### config.mk
export PLATFORM = sky130hd
export DESIGN_NAME = fir_interp2_16tap
export DESIGN_NICKNAME = d
export VERILOG_FILES = /design/src/rtl/fir_pkg.sv /design/src/rtl/fir_coeff_rom.sv /design/src/rtl/fir_interp2_16tap.sv
export SDC_FILE = /design/constraint.sdc
export NUM_CORES = 1
export LEC_CHECK = 0
export BUFFER_PORTS_ARGS = -buffer_cell sky130_fd_sc_hd__buf_2
export CAP_MARGIN = 30
export CORE_ASPECT_RATIO = 1.4
export CORE_MARGIN = 2
export CORE_UTILIZATION = 45
export CTS_BUF_LIST = sky130_fd_sc_hd__clkbuf_8
export DETAILED_ROUTE_END_ITERATION = 8
export PLACE_DENSITY = 0.62
export SYNTH_ARGS = -nofsm -noshare
export SYNTH_HDL_FRONTEND = slang
export SYNTH_SLANG_ARGS = --single-unit
### constraint.sdc
create_clock -name clk -period 10.3 [get_ports clk]
set_input_delay 1.545 -clock clk [delete_from_list [all_inputs] [get_ports clk]]
set_output_delay 1.545 -clock clk [all_outputs]
set_load 0.02 [all_outputs]
### src/rtl/fir_pkg.sv
// Shared widths, FSM encoding, output beat payload and coefficient/saturation helpers
// for the 2x polyphase interpolating FIR.
package fir_pkg;

  localparam int unsigned DW     = 16;
  localparam int unsigned NTAPS  = 16;
  localparam int unsigned NPH    = NTAPS / 2;
  localparam int unsigned KW     = $clog2(NPH);
  localparam int unsigned CIDX_W = $clog2(NTAPS);
  localparam int unsigned CW     = 16;
  localparam int unsigned PW     = DW + CW;
  localparam int unsigned ACC_W  = 36;

  typedef enum logic [2:0] {
    ST_IDLE  = 3'd0,
    ST_MAC_E = 3'd1,
    ST_OUT_E = 3'd2,
    ST_MAC_O = 3'd3,
    ST_OUT_O = 3'd4
  } state_t;

  typedef struct packed {
    logic                 phase;
    logic signed [DW-1:0] data;
  } out_beat_t;

  // Prototype coefficients h[0..15], indexed by {k, p} = 2k+p.
  function automatic logic signed [CW-1:0] coef_lut(input logic [CIDX_W-1:0] idx);
    case (idx)
      4'd0:    coef_lut = 16'sd512;
      4'd1:    coef_lut = 16'sd1024;
      4'd2:    coef_lut = 16'sd2048;
      4'd3:    coef_lut = 16'sd4096;
      4'd4:    coef_lut = 16'sd8192;
      4'd5:    coef_lut = 16'sd4096;
      4'd6:    coef_lut = 16'sd2048;
      4'd7:    coef_lut = 16'sd1024;
      4'd8:    coef_lut = 16'sd512;
      4'd9:    coef_lut = 16'sd256;
      4'd10:   coef_lut = 16'sd128;
      4'd11:   coef_lut = 16'sd64;
      4'd12:   coef_lut = 16'sd32;
      4'd13:   coef_lut = 16'sd16;
      4'd14:   coef_lut = 16'sd8;
      default: coef_lut = 16'sd4;
    endcase
  endfunction

  // Clamp an already-shifted accumulator value into the signed DW range.
  function automatic logic signed [DW-1:0] sat_dw(input logic signed [ACC_W-1:0] v);
    logic [ACC_W-DW:0] top;
    top = v[ACC_W-1:DW-1];
    if ((&top) || (~|top))
      sat_dw = v[DW-1:0];
    else if (v[ACC_W-1])
      sat_dw = {1'b1, {(DW-1){1'b0}}};
    else
      sat_dw = {1'b0, {(DW-1){1'b1}}};
  endfunction

endpackage

### src/rtl/fir_coeff_rom.sv
// Combinational polyphase coefficient lookup: returns h[2k+p].
module fir_coeff_rom
  import fir_pkg::*;
(
  input  logic [KW-1:0]        k,
  input  logic                 p,
  output logic signed [CW-1:0] coef_c
);

  assign coef_c = coef_lut({k, p});

endmodule

### src/rtl/fir_interp2_16tap.sv
// 2x polyphase interpolating FIR: one shared multiplier, 8 MAC cycles per output phase,
// valid/ready on both sides.
module fir_interp2_16tap
  import fir_pkg::*;
#(
  parameter int unsigned SHIFT = 15
) (
  input  logic                 clk,
  input  logic                 rst,
  input  logic                 in_valid,
  output logic                 in_ready,
  input  logic signed [DW-1:0] in_data,
  output logic                 out_valid,
  input  logic                 out_ready,
  output logic signed [DW-1:0] out_data,
  output logic                 out_phase,
  output logic                 busy
);

  state_t                  state, state_d;
  logic signed [DW-1:0]    hist [NPH];
  logic signed [ACC_W-1:0] acc, acc_d;
  logic [KW-1:0]           k, k_d;
  out_beat_t               out_q, out_d;
  logic                    out_valid_d;
  logic                    hist_shift;

  logic                    mac_p_c;
  logic signed [CW-1:0]    coef_c;
  logic signed [DW-1:0]    hist_k_c;
  logic signed [PW-1:0]    prod_c;
  logic signed [ACC_W-1:0] mac_sum_c;
  logic signed [ACC_W-1:0] shifted_c;

  assign mac_p_c = (state == ST_MAC_O);

  fir_coeff_rom u_coeff_rom (
    .k      (k),
    .p      (mac_p_c),
    .coef_c (coef_c)
  );

  // Single MAC datapath shared by both phases; floor shift then clamp.
  assign hist_k_c  = hist[k];
  assign prod_c    = PW'(hist_k_c) * PW'(coef_c);
  assign mac_sum_c = acc + ACC_W'(prod_c);
  assign shifted_c = mac_sum_c >>> SHIFT;

  assign out_data  = out_q.data;
  assign out_phase = out_q.phase;

  always_comb begin
    state_d     = state;
    acc_d       = acc;
    k_d         = k;
    out_d       = out_q;
    out_valid_d = out_valid;
    hist_shift  = 1'b0;
    case (state)
      ST_IDLE: begin
        if (in_valid && in_ready) begin
          hist_shift = 1'b1;
          acc_d      = '0;
          k_d        = '0;
          state_d    = ST_MAC_E;
        end
      end
      ST_MAC_E, ST_MAC_O: begin
        acc_d = mac_sum_c;
        k_d   = k + KW'(1);
        if (k == KW'(NPH - 1)) begin
          out_d.data  = sat_dw(shifted_c);
          out_d.phase = mac_p_c;
          out_valid_d = 1'b1;
          state_d     = mac_p_c ? ST_OUT_O : ST_OUT_E;
        end
      end
      ST_OUT_E: begin
        if (out_ready) begin
          out_valid_d = 1'b0;
          acc_d       = '0;
          k_d         = '0;
          state_d     = ST_MAC_O;
        end
      end
      ST_OUT_O: begin
        if (out_ready) begin
          out_valid_d = 1'b0;
          state_d     = ST_IDLE;
        end
      end
      default: state_d = ST_IDLE;
    endcase
  end

  always_ff @(posedge clk) begin
    if (rst) begin
      state     <= ST_IDLE;
      acc       <= '0;
      k         <= '0;
      out_q     <= '0;
      out_valid <= 1'b0;
      in_ready  <= 1'b0;
      busy      <= 1'b0;
    end else begin
      state     <= state_d;
      acc       <= acc_d;
      k         <= k_d;
      out_q     <= out_d;
      out_valid <= out_valid_d;
      in_ready  <= (state_d == ST_IDLE);
      busy      <= (state_d != ST_IDLE);
    end
  end

  // Sample history delay line, newest sample at hist[0].
  always_ff @(posedge clk) begin
    if (rst) begin
      for (int i = 0; i < int'(NPH); i++) hist[i] <= '0;
    end else if (hist_shift) begin
      hist[0] <= in_data;
      for (int i = 1; i < int'(NPH); i++) hist[i] <= hist[i-1];
    end
  end

endmodule

# Word-level counts from Yosys, hierarchy flattened
# Memories as Yosys holds them, arrays and structs flattened. A register that Yosys moved wholly into a read port is not among the register bits.
# Cells that the tools add are included.
# totals
word_cells	79
ff_bits	62
ramBits	128
mem_count	2
mem_bits_ro	192
# classes
bitwise	8
n_mul	1
muxes	34
reduce_logical	15
eq_ne	9
add_sub_neg	2
# mem_list
memory	words	word_bits	read_ports	rd_ports_with_merged_regs	write_ports	line_no	text
(no name shown)	16	12	1	0	0	fir_pkg.sv:29	case (idx)
hist	8	16	8	1	8	fir_interp2_16tap.sv:21	logic signed [DW-1:0] hist [NPH];
# ops
operator	count
16-bit 2-to-1 mux	10
36-bit one-hot mux with 3 select lines	1
36-bit 2-to-1 mux	2
36-bit by 32-bit adder with 36-bit output	1
16-bit by 16-bit multiplier with 32-bit output	1
3-bit 2-to-1 mux	9
3-bit one-hot mux with 4 select lines	1
1-bit 2-to-1 mux	9
3-bit one-hot mux with 3 select lines	1
1-bit OR	8
3-bit by 2-bit == test with 1-bit output, second input constant	2
3-bit == test, second input constant	2
3-bit logical NOT	2
2-bit inequality test, second input constant	3
3-bit AND reduction	2
6-bit AND reduction	1
3-bit nonzero test	2
6-bit OR reduction	1
2-bit OR reduction	2
3-bit by 1-bit adder with 3-bit output, second input constant	1
3-bit by 1-bit == test with 1-bit output, second input constant	1
2-bit by 1-bit inequality test with 1-bit output, second input constant	1
1-bit one-hot mux with 2 select lines	1
2-bit AND reduction	1
4 further kinds	4

# Longest topological paths before layout
# Gate-level depths: netlist of the first run.
# An unclocked memory read counts as a cell.
# depth
word_depth	8
mapped_depth	32

# Modules after synthesis
# A second synthesis of the first run with hierarchy kept.
# unflattened
hier_cells	1886
area_unflattened_um2	19939.1
# modules_own_cells
mod	instances	cells_each	area_each_um2
fir_interp2_16tap	1	1862	19809.0
fir_coeff_rom	1	24	130.1

# Worst setup path after synthesis of the first run
# OpenSTA, ideal clock, no wires.
# synth_path
kind	input-to-reg
start	in in_valid
end	mem hist[0][0], enable pin
path_buffers	0
slack_ns	2.084
stages	2
arrival_ns	7.574
required_time_ns	9.658
cell_sequence	nand3_1 > o21bai_1
# synth_lines
element	line_no	text
start: declaration	fir_interp2_16tap.sv:10	input logic in_valid,
end: declaration	fir_interp2_16tap.sv:21	

==> results of run 1 <==
==> synth_stat cells (4+ instances only) <==
cell type	number	area (sq um)
a21o_1	8	60.1
and2_1	100	626
nor2b_1	41	257
buf_2	8	40.0
inv_1	316	1190
o21ai_0	16	80.1
fa_1	223	4460
or2_2	4	25.0
a211oi_2	13	163
nand4_1	6	37.5
o211ai_1	4	30.0
o21ai_1	11	55.1
a211oi_1	12	90.1
o31ai_1	4	30.0
a21oi_2	4	35.0
clkbuf_1	59	221
a22oi_1	28	210
and3_1	5	31.3
a21oi_1	43	215
o21a_1	5	37.5
buf_1	6	22.5
edfxtp_1	128	3840
nor2_1	181	679
mux4_2	32	721
dfxtp_1	63	1260
xnor2_1	23	201
mux2i_1	18	180
xor2_1	10	87.6
ha_1	130	1630
nand2_1	122	458
nand3_1	18	90.1
nand2b_1	16	100
o21ai_2	10	87.6
mux2_2	14	158
==> power groups by stage <==
stage	clock network (mW)	logic [mW]	registers, mW
after CTS	0.566	0.492	0.893
after global routing	0.589	0.539	0.899
after floorplan	0	0.352	0.905
after global placement	0	0.479	0.909
after detailed placement	0	0.490	0.909
final	0.547	0.489	0.892
==> worst register-to-register path: cells and delay by family, from the launching register on <==
kind                       cells  cell delay (ns)
adders and majority gates      7             3.30
and+or+nand+nor                4             1.55
muxes                          2             1.18
AOI/OAI and AO/OA              6             1.03
DFF                            1             0.70
buffers and inverters          5             0.46
xor gates and xnor gates       1             0.18
==> per-stage QoR <==
step / setup slack (ns) / instance area (sq um) / util
final: 1.74 / 19100 / 0.487
after global routing: 1.19 / 19100 / 0.487
after CTS: 1.69 / 19100 / 0.487
after detailed placement: 1.72 / 18700 / 0.476
after global placement: 1.69 / 18700 / 0.475
after floorplan: 2.08 / 17900 / -
==> state kept, by name (all words and copies together) (netlist names), named ones only <==
signal     count
busy           1
acc           34
k              3
state          3
out_data      16
out_phase      1
out_valid      1
hist         128
in_ready       1
==> cell families (layout without fill, tap and decap cells) <==
| family | Yosys count | in the layout | synth area share |
|---|---|---|---|
| adder cells (fa/ha/maj) | 353 | 353 | 0.340 |
| flip-flops | 191 | 191 | 0.285 |
| multiplexers | 64 | 64 | 0.0591 |
| XOR/XNOR | 35 | 35 | 0.0179 |
| buffers and inverters | 395 | 416 | 0.0855 |
| AND/OR/NAND/NOR | 520 | 520 | 0.140 |
| AO/OA/AOI/OAI | 178 | 178 | 0.0726 |
==> path summary, 6_finish.rpt <==
path                            cells after the start  slack (ns)           end
worst max-delay path                               25        1.74  out_data[12]
worst min-delay path                                2        0.46  out_data[15]
worst max register to register                     25        1.74  out_data[12]
worst min register to register                      2        0.46  out_data[15]
==> layer usage <==
layer	part of all wire	GRT usage	vias to the layer above
met1	0.40	0.249	6043
met2	0.52	0.395	269
met5	0	0	-
met4	0.044	0.0997	0
met3	0.029	0.0229	87
li1	-	-	5574
==> area by class of cell <==
class / instances / share of cell area
inverter: 317 / 0.0622
multi-input combinational: 1150 / 0.591
clock buffer: 17 / 0.0122
timing repair buffer: 67 / 0.0230
clock inverter: 15 / 0.0104
tap: 528 / 0.0345
sequential: 191 / 0.267
==> results.cfg, run 1 <==
[clock_network]
clk_latency_ns = 0.53
htreeDepth = 4
ctsHoldBuffers = 0
numCtsBuffers = 17
cts_tree = done
cts_setup_buffers = 0
clockRootBuffer = clkbuf_8
cts_resized = 0
path_clk_slew_ns = 0.12
clock_sinks = 191
clockBufferDepth = 2

[cells_and_area]
syn_to_final_growth_pct = 6.81
layout_common_cells = 316 x inv_1, 223 x fa_1, 181 x nor2_1
multi_input_area_sq_um = 11300
diodes = 0
nFillCells = 3638
mostFrequentLayoutCell = inv_1
regArea_sq_um = 5110
final_cells = 2285
drive_gt1_frac = 0.112
nNetsFinal = 2117

[synth]
syn_inst = 1736
async_flop_share = 0
synth_edf_count = 128
syn-num-nets = 2109
synthFlopType = edfxtp_1
synth.distinct_cells = 71
ys_warn_count = 0
post_synth.cell_area_avg_sq_um = 10.3
synthesis.area_sq_um = 17900
ys_seq_area_frac = 0.285
ys_ff_latch = 191

[power]
netSwitchingFraction = 0.357
max-vdd-ir-drop_uv = 112
finalPower_mw = 1.93
p_leak_nw = 8.69
switchingPower_uw = 689
p_int_mw = 1.24
power.density_nw_per_um2 = 101
p_seq_frac = 0.463
combinationalPowerShare = 0.254
clkPwrFrac = 0.284

[sta]
slew_viol_final = 0
slew-limit-headroom = 0.352
worstMarginPinSlew_ns = 0.972
skew_ns = 0.0218
hold_slack_ns = 0.463
maxClockFrequency_mhz = 117
rsz0062_at_grt = no
timing.final.crit_share = 0.831
tns_ns = 0
hold_viol_final = 0
period_needed_ns = 8.56
setup_viol = 0

[grt]
antenna_found_initial = 0
grt_pass1_vias = 12740
globalRouteOverflowTotal = 0
grt_max_degree = 97
grt_pass1_wl_um = 68900
grt_use_total = 0.214

[worst_setup_path]
worstSetupPathType = reg2reg
cp_slowest_cell = dfxtp_2
end_kind = flop
cp_max_fo = 18
worstPathRequired_ns = 10.67
critPathMostFrequentCell = fa_1
critPathMaxStageDelay_ns = 0.70
worstPathArrival_ns = 8.93
path_buf_inv = 5
cp_top_family = adder cells
crit_path_start_kind = flop

[route]
routed_via_density = 5.24
drtIter0Drc = 521
vias = 11973
ant_nets = 0
drc = 0
dr.pass1.iters = 5
wl_um = 42400
wl_per_cell_um = 18.6

[floorplan]
die_h_um = 240
rows = 86
initial_utilization = 0.456
die_w_um = 173
die-area_sq_um = 41500
core-area_sq_um = 39300
ios = 40

[placed_design]
place_congestion = 0.954
dp_hpwl_um = 33900
dp.cells = 2253
port_buffers = 39

[min_path]
min_from = out_data[15]
min_path_type = reg2reg

[flow_run]
drv_cap = 0

[status]
status = complete, no violations
No activity file was read; power rests on OpenSTA's default activity.
==> run 2, diff against run 1 <==
ABC_AREA = 1   (was default)
PLACE_DENSITY = 0.64   (was 0.62)
clock period = 7 ns   (was 10.3 ns; I/O delays follow)
==> results.cfg, run 2 <==
[worst_setup_path]
end_kind = flop
cp_top_family = adder cells
regToRegEndpoint = out_data[1]
cp_slowest_cell = fa_1
crit_path_start_kind = flop
worstSetupPathType = reg2reg
r2r_cells = 36
critPathMaxStageDelay_ns = 0.58
rrSetupSlack_ns = 0.26
cp_max_fo = 16
path_buf_inv = 9
worstPathRequired_ns = 7.45
worstPathArrival_ns = 7.19

[placed_design]
placed_cell_area_sq_um = 20300
dp_hpwl_um = 38300
pre_cts_ws_ns = -0.496
place_congestion = 0.915
port_buffers = 39

[clock_network]
ctsHoldBuffers = 0
path_clk_slew_ns = 0.12
htreeDepth = 4
cts_tree = done
clockBufferDepth = 2
clock_sinks = 191
clockRootBuffer = clkbuf_8
numCtsBuffers = 17
clk_latency_ns = 0.51

[cells_and_area]
nNetsFinal = 2859
drive_gt1_frac = 0.192
diodes = 0
mostFrequentLayoutCell = inv_1
syn_to_final_growth_pct = 19.9
regMostFlops = hist
final_area_sq_um = 22100
nFillCells = 3701
largest_reg_flops = 128
layout_common_cells = 552 x inv_1, 420 x nand2_1, 256 x nor2_1

[floorplan]
die-area_sq_um = 42700
core-area_sq_um = 40400
die_w_um = 175
ios = 40
rows = 87
die_h_um = 244
initial_utilization = 0.457

[min_path]
min_path_type = reg2reg
min_to = acc[4]
holdPathStages = 2
min_from = acc[4]

[synth]
yosys.cell_count.top_type = inv_1
synthesis.area_sq_um = 18400
synth.distinct_cells = 37
synth.area.top_cells = fa_1 24%, edfxtp_1 21%, inv_1 12%, nand2_1 9.6%, ha_1 8.8%
ys_seq_area_frac = 0.277
syn_inst = 2303
synth_top_cell_by_area = fa_1
ys_ff_latch = 191
synthFlopType = edfxtp_1
netlist.area_leader.share = 0.242
synth_edf_count = 128
post_synth.cell_area_avg_sq_um = 8.01
synth_common_cells = 584 x inv_1, 471 x nand2_1, 295 x nor2_1
async_flop_share = 0
ys_warn_count = 0
syn-num-nets = 2676

[sta]
hold_slack_ns = 0.475
slew-limit-headroom = 0.370
tns_ns = 0
slew_viol_final = 0
maxClockFrequency_mhz = 148
rsz0062_at_grt = yes
setup_viol = 0
worstMarginPinSlew_ns = 0.943
fin_ws_ns = 0.257
hold_viol_final = 0
skew_ns = 0.0215
timing.final.crit_share = 0.963
period_needed_ns = 6.74

[grt]
antenna_found_initial = 0
grt_use_total = 0.232
grt_pass1_wl_um = 78000
globalRouteOverflowTotal = 0
grt_max_degree = 83
grt_pass1_vias = 15168

[power]
max-vdd-ir-drop_uv = 216
p_leak_nw = 11.1
finalPower_mw = 3.47
power.density_nw_per_um2 = 157

[status]
status = complete, no violations

[route]
routed_via_density = 4.93
wl_per_cell_um = 16.2
drc = 0
dr.pass1.iters = 5
wl_um = 49000
drtIter0Drc = 880
vias = 14965
ant_nets = 0

[flow_run]
drv_cap = 0
==> run 2: worst max path at each step <==
stage / end / depth (start not counted) / startpoint
detailed placement: out_data[12] / 34 / flop
global route: out_data[3] / 36 / flop
finish: out_data[1] / 36 / flop
floorplan: out_data[2] / 34 / flop
CTS: out_data[14] / 36 / flop
global placement: out_data[12] / 34 / flop
==> run 2: area by class of cell <==
class	instances	area, sq um	area share
timing repair buffer	231	1970	0.0892
multi-input combinational	1458	11700	0.529
tap	534	668	0.0302
clock inverter	15	195	0.00882
inverter	587	2220	0.100
clock buffer	17	234	0.0106
sequential	191	5120	0.231
==> run 2: kinds of logic after synthesis <==
logic type / count (synthesis) / share of synthesized area
AO/OA/AOI/OAI: 230 / 0.0657
XOR/XNOR: 20 / 0.00950
adder cells (fa/ha/maj): 353 / 0.330
buffers and inverters: 656 / 0.134
flip-flops: 191 / 0.277
AND/OR/NAND/NOR: 853 / 0.184
==> run 2: tightest hold or removal path: stages (launching register included) <==
cell     delay, ns
dfxtp_1       0.33
nand2_1       0.06
a21oi_1       0.05
==> run 2: where the power goes <==
part	switching [mW]	leakage (nW)	total, mW	internal, mW
clock	0.498	0.208	0.779	0.281
sequential	0.0316	1.86	1.31	1.28
combinational	0.811	9.00	1.37	0.562
==> run 2: repair_timing <==
| item | 4_1_cts | 5_1_grt |
|---|---|---|
| gates cloned | 3 | 5 |
| resized for setup | 37 | 236 |
| buffers inserted | 3 | 36 |
| pin swaps | 8 | 80 |
| endpoints found under the setup margin | 24 | 30 |
==> run 2: through the flow <==
step | cells | utilization
4_1_cts | 2992 | 0.519
6_report | 3033 | 0.548
5_1_grt | 3033 | 0.548
2_1_floorplan | 2303 | -
3_5_place_dp | 2954 | 0.503
3_3_place_gp | 2952 | 0.502
==> run 2: layer usage <==
metal / global-route usage / wire, um
met1: 0.289 / 20100
met5: 0 / 0
met3: 0.0229 / 1740
met2: 0.425 / 25900
met4: 0.0659 / 1250
==> run 3, diff against run 2 <==
CORE_UTILIZATION = 55   (was 45)
PLACE_DENSITY = 0.75   (was 0.64)
RECOVER_POWER = 25   (was default)
==> results.cfg, run 3 (same netlist as run 2, synthesis figures left out) <==
[worst_setup_path]
worstSetupPathType = reg2reg
worstPathArrival_ns = 7.13
cp_slowest_cell = fa_2
cp_max_fo = 15
critPathMostFrequentCell = nand2_1
regToRegEndpoint = out_data[5]
crit_path_start_kind = flop
worstPathRequired_ns = 7.39
r2r_cells = 35
crit_end = out_data[5]
rrSetupSlack_ns = 0.26
end_kind = flop
critPathMaxStageDelay_ns = 0.53

[sta]
rsz0062_at_grt = yes
tns_ns = 0
skew_ns = 0.0182
setup_viol = 0
maxClockFrequency_mhz = 148
worstMarginPinSlew_ns = 0.990
period_needed_ns = 6.74
fin_ws_ns = 0.263
slew_viol_final = 0
slew-limit-headroom = 0.339
hold_viol_final = 0
timing.final.crit_share = 0.962

[floorplan]
ios = 40
die-area_sq_um = 35000
initial_utilization = 0.557
die_w_um = 159
die_h_um = 221
core-area_sq_um = 33100
rows = 79

[grt]
grt_max_degree = 97
grt_pass1_vias = 14963
grt_use_total = 0.268
globalRouteOverflowTotal = 0
grt_pass1_wl_um = 73700
antenna_found_initial = 1

[min_path]
min_from = acc[5]
min_path_type = reg2reg

[clock_network]
clockRootBuffer = clkbuf_8
path_clk_slew_ns = 0.11
htreeDepth = 4
ctsHoldBuffers = 0
clk_latency_ns = 0.50
clock_sinks = 191
clockBufferDepth = 2
numCtsBuffers = 17
cts_tree = done

[route]
drc = 0
dr.pass1.iters = 6
ant_nets = 0
drtIter0Drc = 959
wl_per_cell_um = 15.8
route.met2.wl_um = 23800
routed_via_density = 5.10
wl_um = 46100
met1Wirelength_um = 17900
routed.top_layer = met4
wl_met3_um = 2120
vias = 14853

[cells_and_area]
drive_gt1_frac = 0.154
syn_to_final_growth_pct = 15.6
nFillCells = 2709
nNetsFinal = 2829
regMostFlops = hist
layout_common_cells = 571 x inv_1, 444 x nand2_1, 269 x nor2_1
largest_reg_flops = 128
mostFrequentLayoutCell = inv_1

[power]
combinationalPowerShare = 0.360
switchingPower_mw = 1.22
max-vdd-ir-drop_uv = 174
netSwitchingFraction = 0.360
p_int_mw = 2.17
power.density_nw_per_um2 = 159
clkPwrFrac = 0.252
p_seq_frac = 0.388
p_leak_nw = 10.9

[placed_design]
dp_hpwl_um = 36800
place_congestion = 0.918
port_buffers = 39
pre_cts_ws_ns = -0.130

[status]
status = complete, no violations

[flow_run]
drv_cap = 0
-- run 3: how the worst min path moves through the flow --
| stage | endpoint | slack (ns) | cells past startpoint |
|---|---|---|---|
| 2_1_floorplan | acc[5] | 0.45 | 2 |
| 3_3_place_gp | acc[2] | 0.45 | 2 |
| 3_5_place_dp | acc[28] | 0.46 | 2 |
| 4_1_cts | acc[21] | 0.48 | 2 |
| 5_1_grt | acc[26] | 0.50 | 2 |
| 6_report | acc[5] | 0.48 | 2 |
-- run 3: critical path: cells and delay by family (launching register included) --
kind                       cells  cell delay [ns]
AOI/OAI and AO/OA              4             0.57
DFF                            1             0.39
adders and majority gates      7             3.10
and+or+nand+nor               14             1.48
buffers and inverters         10             1.06
-- run 3: area by class of cell --
type / count / area [sq um] / share of cell area
Clock buffer: 17 / 234 / 0.0110
Inverter: 587 / 2210 / 0.104
Multi-Input combinational cell: 1456 / 11400 / 0.535
Timing Repair Buffer: 203 / 1580 / 0.0741
Antenna cell: 1 / 2.50 / 0.000117
Tap cell: 445 / 557 / 0.0261
Clock inverter: 14 / 221 / 0.0104
Sequential cell: 191 / 5110 / 0.240
-- run 3: what timing repair did --
action,CTS,global route
gates cloned,0,1
endpoints found under the setup margin,16,27
resized for setup,5,148
pin swaps,0,28
setup buffers,0,11
-- run 3: power groups by stage --
stage               clock (mW)  sequential (mW)  combinational (mW)
finish                   0.853             1.31                1.22
global route             0.901             1.32                1.34
CTS                      0.865             1.31                1.09
detailed placement           0             1.34                1.08
global placement             0             1.34                1.06
floorplan                    0             1.33               0.653
-- run 3: through the flow --
step | instance area [sq um] | cells | hold slack [ns] | power [mW] | util
floorplan | 18400 | 2303 | 0.445 | 1.99 | -
global placement | 20200 | 2869 | 0.453 | 2.40 | 0.609
detailed placement | 20200 | 2869 | 0.465 | 2.42 | 0.609
CTS | 20600 | 2900 | 0.479 | 3.27 | 0.623
global route | 21300 | 2914 | 0.500 | 3.56 | 0.644
finish | 21300 | 2914 | 0.477 | 3.38 | 0.644
-- run 3: routing by layer --
| layer | track usage | vias up |
|---|---|---|
| met3 | 0.0328 | 121 |
| met1 | 0.319 | 7157 |
| li1 | - | 7168 |
| met2 | 0.483 | 407 |
| met5 | 0 | - |
| met4 | 0.129 | 0 |
